$ cat config.mk
export PLATFORM = sky130hd
export DESIGN_NAME = usb11_fifo_flex
export DESIGN_NICKNAME = d
export VERILOG_FILES = /design/src/rtl/usb11_fifo_flex.sv
export SDC_FILE = /design/constraint.sdc
export NUM_CORES = 1
export LEC_CHECK = 0
export CAP_MARGIN = 0
export CORE_MARGIN = 2
export CORE_UTILIZATION = 52
export DETAILED_ROUTE_END_ITERATION = 8
export GPL_ROUTABILITY_DRIVEN = 0
export PLACE_DENSITY_LB_ADDON = 0.15
export SLEW_MARGIN = 40
export SYNTH_ARGS = -nofsm -noshare
export SYNTH_HDL_FRONTEND = slang
export SYNTH_SLANG_ARGS = --single-unit
$ cat constraint.sdc
create_clock -name clk_i -period 3.7 [get_ports clk_i]
set_clock_uncertainty 0.1 [all_clocks]
set_input_delay 0.74 -clock clk_i [delete_from_list [all_inputs] [get_ports clk_i]]
set_output_delay 0.74 -clock clk_i [all_outputs]
set_load 0.01 [all_outputs]
$ cat src/rtl/usb11_fifo_flex.sv
// Parametrised synchronous FIFO for the USB 1.1 Tx/Rx paths. It provides a registered or
// first-word-fall-through read port, fill-level reporting, almost-full/almost-empty thresholds
// and sticky overflow/underflow flags.
module usb11_fifo_flex #(
   parameter int unsigned WIDTH      = 8,
   parameter int unsigned ADDR_W     = 6,
   parameter int unsigned FWFT       = 0,
   parameter int unsigned AFULL_THR  = 48,
   parameter int unsigned AEMPTY_THR = 4
) (
   input  logic              clk_i,
   input  logic              rst_i,
   input  logic              flush_i,
   input  logic [WIDTH-1:0]  data_i,
   input  logic              push_i,
   input  logic              pop_i,
   output logic [WIDTH-1:0]  data_o,
   output logic              full_o,
   output logic              empty_o,
   output logic [ADDR_W:0]   level_o,
   output logic              almost_full_o,
   output logic              almost_empty_o,
   output logic              overflow_o,
   output logic              underflow_o,
   input  logic              clr_err_i
);

   localparam int unsigned   DEPTH     = 2 ** ADDR_W;
   localparam logic [ADDR_W:0] DepthLvl  = (ADDR_W + 1)'(DEPTH);
   localparam logic [ADDR_W:0] AfullLvl  = (ADDR_W + 1)'(AFULL_THR);
   localparam logic [ADDR_W:0] AemptyLvl = (ADDR_W + 1)'(AEMPTY_THR);
   localparam logic [ADDR_W:0] OneLvl    = (ADDR_W + 1)'(1);

   logic [WIDTH-1:0]  mem_q [DEPTH];

   logic [ADDR_W-1:0] wr_ptr_q, wr_ptr_d;
   logic [ADDR_W-1:0] rd_ptr_q, rd_ptr_d;
   logic [ADDR_W-1:0] rd_ptr_inc;
   logic [ADDR_W:0]   level_q, level_d;
   logic [WIDTH-1:0]  data_q, data_d;
   logic              ovf_q, ovf_d;
   logic              udf_q, udf_d;

   logic              empty;
   logic              full;
   logic              pop_ok;
   logic              push_ok;
   logic              wr_en;

   assign empty      = (level_q == '0);
   assign full       = (level_q == DepthLvl);
   assign pop_ok     = pop_i & ~empty;
   // A full FIFO still accepts a push when a word leaves in the same cycle.
   assign push_ok    = push_i & (~full | pop_ok);
   assign wr_en      = push_ok & ~flush_i;
   assign rd_ptr_inc = rd_ptr_q + 1'b1;

   // Next-state for pointers, level, read data and sticky error flags.
   always_comb begin
      wr_ptr_d = wr_ptr_q;
      rd_ptr_d = rd_ptr_q;
      level_d  = level_q;
      data_d   = data_q;
      if (flush_i) begin
         wr_ptr_d = '0;
         rd_ptr_d = '0;
         level_d  = '0;
      end else begin
         if (push_ok) wr_ptr_d = wr_ptr_q + 1'b1;
         if (pop_ok)  rd_ptr_d = rd_ptr_inc;
         if (push_ok && !pop_ok) begin
            level_d = level_q + 1'b1;
         end else if (pop_ok && !push_ok) begin
            level_d = level_q - 1'b1;
         end
         if (FWFT != 0) begin
            // Keep data_q equal to the head word of the post-edge contents. When the last
            // stored word leaves alongside a push, the incoming word becomes the head.
            if (pop_ok) begin
               data_d = (level_q == OneLvl) ? data_i : mem_q[rd_ptr_inc];
            end else if (empty && push_ok) begin
               data_d = data_i;
            end
         end else begin
            if (pop_ok) data_d = mem_q[rd_ptr_q];
         end
      end
      // A same-cycle set wins over clear.
      ovf_d = (push_i & ~push_ok & ~flush_i) | (ovf_q & ~clr_err_i);
      udf_d = (pop_i & ~pop_ok & ~flush_i) | (udf_q & ~clr_err_i);
   end

   // Control and read-data registers.
   always_ff @(posedge clk_i or posedge rst_i) begin
      if (rst_i) begin
         wr_ptr_q <= '0;
         rd_ptr_q <= '0;
         level_q  <= '0;
         data_q   <= '0;
         ovf_q    <= 1'b0;
         udf_q    <= 1'b0;
      end else begin
         wr_ptr_q <= wr_ptr_d;
         rd_ptr_q <= rd_ptr_d;
         level_q  <= level_d;
         data_q   <= data_d;
         ovf_q    <= ovf_d;
         udf_q    <= udf_d;
      end
   end

   // Storage array; no reset so it maps onto block RAM.
   always_ff @(posedge clk_i) begin
      if (wr_en) mem_q[wr_ptr_q] <= data_i;
   end

   assign data_o         = data_q;
   assign full_o         = full;
   assign empty_o        = empty;
   assign level_o        = level_q;
   assign almost_full_o  = (level_q >= AfullLvl);
   assign almost_empty_o = (level_q <= AemptyLvl);
   assign overflow_o     = ovf_q;
   assign underflow_o    = udf_q;

endmodule

==> impl_metrics.tcl <==
set metrics [dict create \
    outcome "finished clean" \
    post_cts_buffers 0 \
    cp_data_required_time_ns 4.11 \
    core_area_um2 40830 \
    drv_cap 0 \
    die_w_um 207.2 \
    ant_nets 0 \
    hpwl_um 30740 \
    stdcell_area_um2 24600 \
    crit_chain "nor3_2 > nand2_1 > o21ai_0 > nand2_1 > ha_1 > nor2b_1 > o21ai_0 > nand2b_1 > a31oi_1 > mux2_2 > a31oi_1" \
    hp-class "input pin to asynchronous set/reset pin" \
    die_h_um 207.2 \
    synth_edf_count 512 \
    synth_area_um2 21470 \
    placed_area_um2 23030 \
    rrSetupSlack_ns 0.31 \
    r2r_cells 11 \
    cp_slowest_cell "dfrtp_1" \
    clk_pin_slew_ns 0.06 \
    syn_inst 1102 \
    final_nets 1271 \
    finalHoldViolCount 0 \
    cts_buffers 53 \
    synthTopCellsByArea "edfxtp_1 (72%), mux4_2 (12%), dfrtp_1 (3.4%)" \
    cp_max_fo 7 \
    layout_common_cells "edfxtp_1 (512), buf_4 (115), mux4_2 (112)" \
    cpPeakStageDelay_ns 0.43 \
    num_vias 10962 \
    grt_pass1_vias 11143 \
    drt_iter0_drc 1118 \
    yosysSeqAreaShare_pct 75.01 \
    clk_latency_ns 0.62 \
    setup_violations 0 \
    dominantRegCellSynth "edfxtp_1" \
    total_power_mw 14.14 \
    post-route-period-util_pct 91.74 \
    layout_commonest_cell "edfxtp_1" \
    ir_drop_mv 0.4210 \
    fill_cells 2975 \
    root_buffer "clkbuf_16" \
    arrival_ns 3.80 \
    crit_type "flip-flop to flip-flop" \
    post_drt_wl_per_cell_um 26.70 \
    yosysUniqueCellTypes 44 \
    n_antenna_cell 0 \
    synth_top_area_share_pct 71.63 \
    max-slew-margin-rel_pct 47.72 \
    worst_setup_path_start_kind "flip-flop" \
    grt_overflow 0 \
    layout-area-overhead-vs-synth_pct 14.58 \
    regArea_um2 16110 \
    slew_violations 0 \
    rsz0062_at_grt "no" \
    endpoint_kind "flip-flop" \
    leakagePower_nw 7.912 \
    fin_hold_ws_ns 0.4312 \
    timing.rr.start "level_o[3]" \
    htreeDepth 2 \
    r2r-end "level_o[6]" \
    period_minus_slack_ns 3.394 \
    max-clock-path-buffers 3 \
    die-area_um2 42920 \
    avgSynthCellArea_um2 19.48 \
    track_usage_pct 23.07 \
    rows 74 \
    yosysWarningCount 0 \
    finalWirelength_um 48680 \
    cts_sinks 541 \
    layout-drive-gt1-share_pct 24.24 \
    viasPerCell 6.013 \
    fmaxAchievable_mhz 294.6 \
    synth_top_cell_by_area "edfxtp_1" \
    final_util_pct 60.24 \
    drc 0 \
    grt_first_pass_wirelength_um 72680 \
    powerDensity_nw_per_um2 574.8 \
    tightest_slew_ns 0.7814 \
    grt_max_degree 65 \
    start_util_pct 52.57 \
    tns_ns 0 \
    synthArstFlopShare_pct 5.360 \
    synthesis.nets 1125 \
    cts_tree "built" \
    antenna_found_initial 0 \
    port-buffer-count 34 \
    io_pins 35 \
    detail_route.first_pass.iterations 6 \
    multi_input_area_um2 4987 \
    synth-seq-cells 541 \
]
what timing repair did:
| action | 4_1_cts | 5_1_grt |
|---|---|---|
| hold buffers | 0 | 0 |
| endpoints found under the setup margin | 0 | 1 |
| gates resized for setup | 0 | 2 |
layout make-up:
type / instances / share of cell area, %
Clock buffer: 75 / 5.769
Tap cell: 532 / 2.706
Multi-Input combinational cell: 488 / 20.28
Inverter: 13 / 0.1984
Sequential cell: 541 / 65.51
Timing Repair Buffer: 151 / 5.016
Clock inverter: 23 / 0.5290
stage by stage:
stage | worst slack [ns] | std cells
floorplan | 0.6685 | 1102
global placement | 0.08098 | 1725
detailed placement | 0.03862 | 1725
CTS | 0.1724 | 1823
global route | 0.02159 | 1823
finish | 0.3058 | 1823
worst max-delay path: cells and delay by family, from the launching register on:
kind,cells,cell delay (ns)
AO/OA/AOI/OAI,4,0.97
adder cells (fa/ha/maj),1,0.38
flip-flops,1,0.43
multiplexers,1,0.38
AND/OR/NAND/NOR,5,1.04
state kept, by name, indices dropped and copies added (netlist names):
signal	cells
rd_ptr_q	6
overflow_o	1
level_o	7
data_o	8
mem_q	512
wr_ptr_q	6
underflow_o	1
Yosys cell counts (13+ instances only):
library cell  instances
edfxtp_1            512
mux4_2              112
nor2_1               81
mux2i_1              67
nand2_1              45
dfrtp_1              29
a21oi_1              24
clkbuf_1             22
a22oi_1              19
o221ai_1             19
nand3_1              17
buf_4                14
buf_2                13
inv_1                13
o21ai_0              13
kinds of logic (layout without fill, tap and decap cells):
logic type                 after synthesis  after routing  share of synthesized area, %
adders and majority gates                9              9                        0.5596
buffers and inverters                   73            262                         1.807
DFF                                    541            541                         75.01
and+or+nand+nor                        180            180                         3.725
xor gates and xnor gates                14             14                        0.5712
AOI/OAI and AO/OA                      104            104                         3.352
muxes                                  181            181                         14.98
layer usage:
layer | track usage, % | vias up | wire, um
li1 | - | 4772 | -
met1 | 33.25 | 5756 | 20870
met2 | 36.47 | 343 | 23610
met3 | 3.896 | 91 | 2792
met4 | 7.438 | 0 | 1403
met5 | 0 | - | 0
how the worst max path moves through the flow:
| stage | slack [ns] | start | cells past startpoint | to |
|---|---|---|---|---|
| floorplan | 0.67 | pop_i | 10 | level_o[6] |
| global placement | 0.08 | push_i | 11 | level_o[6] |
| detailed placement | 0.04 | push_i | 11 | level_o[6] |
| CTS | 0.17 | level_o[3] | 11 | level_o[6] |
| global route | 0.02 | level_o[0] | 11 | level_o[6] |
| finish | 0.31 | level_o[3] | 11 | level_o[6] |
where the power goes:
group          leakage (nW)  total (mW)  switching [mW]  internal, mW
Sequential             4.98        7.03           0.226          6.80
Clock                 0.752        4.88            2.21          2.67
Combinational          2.18        2.23            1.10          1.13
Total                  7.91        14.1            3.53          10.6
No activity file was read; power rests on OpenSTA's default activity.
